`config.mk`:
```
export PLATFORM = sky130hd
export DESIGN_NAME = lb_modport_slave
export DESIGN_NICKNAME = d
export VERILOG_FILES = /design/src/rtl/syn_lb_pkg.sv /design/src/rtl/lb_addr_decode.sv /design/src/rtl/lb_modport_slave.sv
export SDC_FILE = /design/constraint.sdc
export NUM_CORES = 1
export LEC_CHECK = 0
export ABC_AREA = 1
export BUFFER_PORTS_ARGS = -buffer_cell sky130_fd_sc_hd__buf_4
export CAP_MARGIN = 10
export CORE_AREA = 4 4 245 247
export DETAILED_ROUTE_END_ITERATION = 10
export DIE_AREA = 0 0 249 251
export GPL_TIMING_DRIVEN = 0
export PLACE_DENSITY_LB_ADDON = 0.05
export SKIP_LAST_GASP = 1
export SLEW_MARGIN = 25
export SYNTH_ARGS = -nofsm -noshare
export SYNTH_HDL_FRONTEND = slang
export SYNTH_HIERARCHICAL = 1
export SYNTH_SLANG_ARGS = --single-unit
```
`constraint.sdc`:
```
create_clock -name clk_ir -period 2.7 [get_ports clk_ir]
set_input_delay 0.135 -clock clk_ir [delete_from_list [all_inputs] [get_ports clk_ir]]
set_output_delay 0.135 -clock clk_ir [all_outputs]
set_load 0.01 [all_outputs]
```
`src/rtl/syn_lb_pkg.sv`:
```
// Shared local-bus constants: register map, ID word and the filler returned
// for reads that miss the map.
package syn_lb_pkg;
  localparam int unsigned WORD_W = 32;
  typedef logic [WORD_W-1:0] word_t;

  localparam int unsigned ID_ADDR      = 0;
  localparam int unsigned STS_ADDR     = 1;
  localparam int unsigned SCRATCH_ADDR = 2;
  localparam int unsigned CTRL_BASE    = 3;

  localparam word_t LB_ID_VAL   = 32'h5359_4E01;
  localparam word_t LB_ERR_DATA = 32'hDEAD_DEAD;
endpackage

```
`src/rtl/lb_addr_decode.sv`:
```
// Combinational local-bus address decode: in-map hit, read-only flag and slot index.
module lb_addr_decode
  import syn_lb_pkg::*;
#(
  parameter int ADDR_W   = 12,
  parameter int NUM_REGS = 16,
  parameter int IDX_W    = $clog2(NUM_REGS)
) (
  input  logic [ADDR_W-1:0] addr,
  output logic              hit,
  output logic              ro,
  output logic [IDX_W-1:0]  idx
);
  assign hit = (addr < ADDR_W'(NUM_REGS));
  assign ro  = hit && ((addr == ADDR_W'(ID_ADDR)) || (addr == ADDR_W'(STS_ADDR)));
  // Only meaningful when hit is set; upper bits are covered by the range check.
  assign idx = addr[IDX_W-1:0];
endmodule

```
`src/rtl/lb_modport_slave.sv`:
```
// Local-bus slave register file: ID and live status (RO), scratch and control
// registers (RW), with a fixed one-cycle ack for every read and write strobe.
module lb_modport_slave
  import syn_lb_pkg::*;
#(
  parameter int                ADDR_W   = 12,
  parameter int                DATA_W   = 32,
  parameter int                NUM_REGS = 16,
  parameter logic [DATA_W-1:0] ID_VAL   = LB_ID_VAL,
  parameter logic [DATA_W-1:0] ERR_DATA = LB_ERR_DATA
) (
  input  logic                       clk_ir,
  input  logic                       rst_il,
  input  logic                       rd_en,
  input  logic                       wr_en,
  input  logic [ADDR_W-1:0]          addr,
  input  logic [DATA_W-1:0]          wr_data,
  input  logic [DATA_W-1:0]          sts_i,
  output logic                       wr_valid,
  output logic                       rd_valid,
  output logic [DATA_W-1:0]          rd_data,
  output logic [NUM_REGS*DATA_W-1:0] regs_o
);
  localparam int IDX_W = $clog2(NUM_REGS);

  logic                             hit, ro;
  logic [IDX_W-1:0]                 idx;
  logic [NUM_REGS-1:0][DATA_W-1:0]  regs_q;
  logic [DATA_W-1:0]                rd_mux;

  lb_addr_decode #(.ADDR_W(ADDR_W), .NUM_REGS(NUM_REGS), .IDX_W(IDX_W)) u_dec (
    .addr (addr),
    .hit  (hit),
    .ro   (ro),
    .idx  (idx)
  );

  // RO slots are never written, so regs_q[0..1] stay at their reset value.
  always_ff @(posedge clk_ir or negedge rst_il) begin
    if (!rst_il)                 regs_q      <= '0;
    else if (wr_en && hit && !ro) regs_q[idx] <= wr_data;
  end

  // Mux reads the pre-edge register value, giving read-before-write on collision.
  always_comb begin
    rd_mux = ERR_DATA;
    if (hit) begin
      if (idx == IDX_W'(ID_ADDR))       rd_mux = ID_VAL;
      else if (idx == IDX_W'(STS_ADDR)) rd_mux = sts_i;
      else                              rd_mux = regs_q[idx];
    end
  end

  always_ff @(posedge clk_ir or negedge rst_il) begin
    if (!rst_il) begin
      wr_valid <= 1'b0;
      rd_valid <= 1'b0;
      rd_data  <= '0;
    end else begin
      wr_valid <= wr_en;
      rd_valid <= rd_en;
      if (rd_en) rd_data <= rd_mux;
    end
  end

  for (genvar k = 0; k < NUM_REGS; k++) begin : g_regs_o
    if (k == ID_ADDR) begin : g_id
      assign regs_o[k*DATA_W +: DATA_W] = ID_VAL;
    end else if (k == STS_ADDR) begin : g_sts
      assign regs_o[k*DATA_W +: DATA_W] = '0;
    end else begin : g_rw
      assign regs_o[k*DATA_W +: DATA_W] = regs_q[k];
    end
  end
endmodule

```
==> flow_summary.toml <==
[outcome]
outcome = "finished clean"

[finish]
fin_area_sq_mm = 0.03640
fin_util_pct = 63.21
instances_no_fill = 5223
drive_above_1_share_pct = 28.16
multi_input_area_sq_mm = 0.01002
num-fill-cells = 5381
area_growth_pct = 28.69
num-nets-final = 4493
seq_area_sq_mm = 0.01349

[grt]
grt_pass1_wl_microns = 180900
grtUsageMet3_pct = 8.959
grt_max_degree = 83
met1_usage_pct = 51.18
grt_pass1_vias = 26830
overflow = 0
grt-busiest-layer = "met2"
antenna_found_initial = 2
track_usage_pct = 39.07
grt_util_met2_pct = 61.49

[synthesis]
ys_warn_count = 6
syn_inst = 3661
ys_seq_area_share_pct = 47.69
synth-seq-cells = 539
netlist_area_sq_mm = 0.02828
netlist-cell-type-count = 25
syn_avg_cell_area_sq_um = 7.725

[cts]
cts.clk_slew.worst_paths_ps = 60
cts_tree = "built"
cts_setup_buffers = 0
cts_buffer_depth = 3
clock_sinks = 539
cts_buffers = 58
htreeDepth = 2
worstSkewPairLatency_ps = 640
cts-root-buf = "clkbuf_16"

[detailed_routing]
wirelength_microns = 127100
ant_nets = 0
first_pass_iters = 6
drc = 0
avgViaCountPerCell = 5.421
post_drt_wl_per_cell_microns = 24.34
vias = 28314
initialDrtViolationCount = 3624

[timing]
hold_viol = 0
setup_slack_ps = 340.1
relSlewSlack_pct = 24.09
fin_tns_setup_ps = 0
grt_setup_unrepaired = "no"
max_freq_mhz = 423.7
slew_viol_final = 0
setup_viol_count_final = 0
period_needed_ps = 2360
period_share_pct = 87.40
worstMarginPinSlew_ps = 1139
clock_skew_ps = 17.73

[pwr]
power.density_mw_per_mm2 = 484.7
power.leakage_nw = 19.61
ir_worst_vdd_mv = 0.5354

[die]
dieArea_sq_mm = 0.06250
rows = 88
ios = 626
die-height_microns = 251
initial_core_util_pct = 49.11
die_w_microns = 249
core_sq_mm = 0.05759

[worst_setup_path]
critPathMaxFanout = 10
critPathLaunchType = "input port"
path_class = "in2reg"
critPathRequiredTime_ps = 3180
endpoint_kind = "flop"
cp.arrival_ps = 2840

[place]
dp.final_hpwl_microns = 95110
portBuffers = 560
gp_congestion = 0.9615
placed_cells = 5055
post-place-ws_ps = -674.4
postPlaceCellArea_sq_mm = 0.03388

[flow_run]
max_cap_viol_count = 0

[min_path]
min_path_type = "in2async"
cell families after synthesis:
logic type             synth area share, %
DFF                                  47.69
buffers and inverters                17.71
AOI/OAI and AO/OA                    10.88
and+or+nand+nor                      23.69
other                              0.02655
report_power, final:
part           internal (mW)  switching, mW  total (mW)  leakage [nW]
clock                   4.66           3.45        8.11         0.927
sequential              8.11         0.0340        8.15          7.41
combinational          0.396          0.985        1.38          11.3
total                   13.2           4.47        17.6          19.6
what timing repair did:
item | 4_1_cts | 5_1_grt
hold buffers | 64 | 0
setup endpoints to repair | 1 | 0
endpoints found under the hold margin | 339 | 0
gates resized for setup | 0 | 0
cell type report:
cell class | instances | area share (%)
Inverter | 54 | 0.5569
Antenna cell | 2 | 0.01375
Clock buffer | 91 | 4.771
Buffer | 741 | 13.19
Sequential cell | 539 | 37.06
Tap cell | 765 | 2.630
Multi-Input combinational cell | 2388 | 27.53
Timing Repair Buffer | 631 | 13.86
Clock inverter | 12 | 0.3919
cell usage after synthesis (all sizes together):
cell / instances / share of area [%]
nand4: 14 / 0.31
inv: 52 / 0.69
buf: 587 / 15
clkbuf: 155 / 2.1
conb: 2 / 0.027
dfrtp: 539 / 48
o21ai: 544 / 9.6
a21oi: 49 / 0.87
a22oi: 14 / 0.37
clkinv: 2 / 0.027
and2: 4 / 0.088
nand3: 68 / 1.5
nand2: 1555 / 21
nor2: 76 / 1.2
cells in the final DEF, fill, tap and decap left out, types with 54 or more instances in the layout:
cell	count
o21ai_0	498
conb_1	64
nand3_1	54
clkbuf_1	173
buf_4	1078
dlygate4sd3_1	64
dfrtp_1	539
clkbuf_16	59
nand2_1	1554
nor2_1	68
state kept, by name, summed over array words and instances (netlist names):
register  count
rd_valid      1
rd_data      32
wr_valid      1
regs_o      448
regs_q       57
critical path, cell delays in order:
cell and delay [ps]:
buf_4 90, buf_2 250, inv_2 120, buf_2 220, buf_2 300, nand2_1 130
a21oi_1 80, o21ai_0 430, nand2_1 260, o21ai_0 670, a21oi_1 140
per-layer routing:
metal	vias up	wire length (microns)
met5	-	21
met4	4	7437
met3	372	13990
met2	1813	57530
met1	13628	48150
li1	12497	-
stage by stage:
step                      total power, mW  hold WS [ps]
final                               17.64         1.668
after global placement              9.517         255.9
after CTS                           17.56         9.169
after floorplan                     8.795        -160.6
after detailed placement            9.556         60.14
after global routing                18.00         50.04
worst paths after layout:
check	start	to	slack [ps]	depth (start not counted)
max	addr[0]	rd_data[30]	340	11
min	rst_il	regs_o[486]	2	2
max reg2reg	regs_o[414]	rd_data[30]	480	6
min reg2reg	regs_q[39]	regs_q[39]	490	2
max in group asynchronous	rst_il	regs_o[505]	810	6
min in group clk_ir	sts_i[23]	rd_data[23]	70	5
Note: power is estimated with default switching activity, not from simulation.
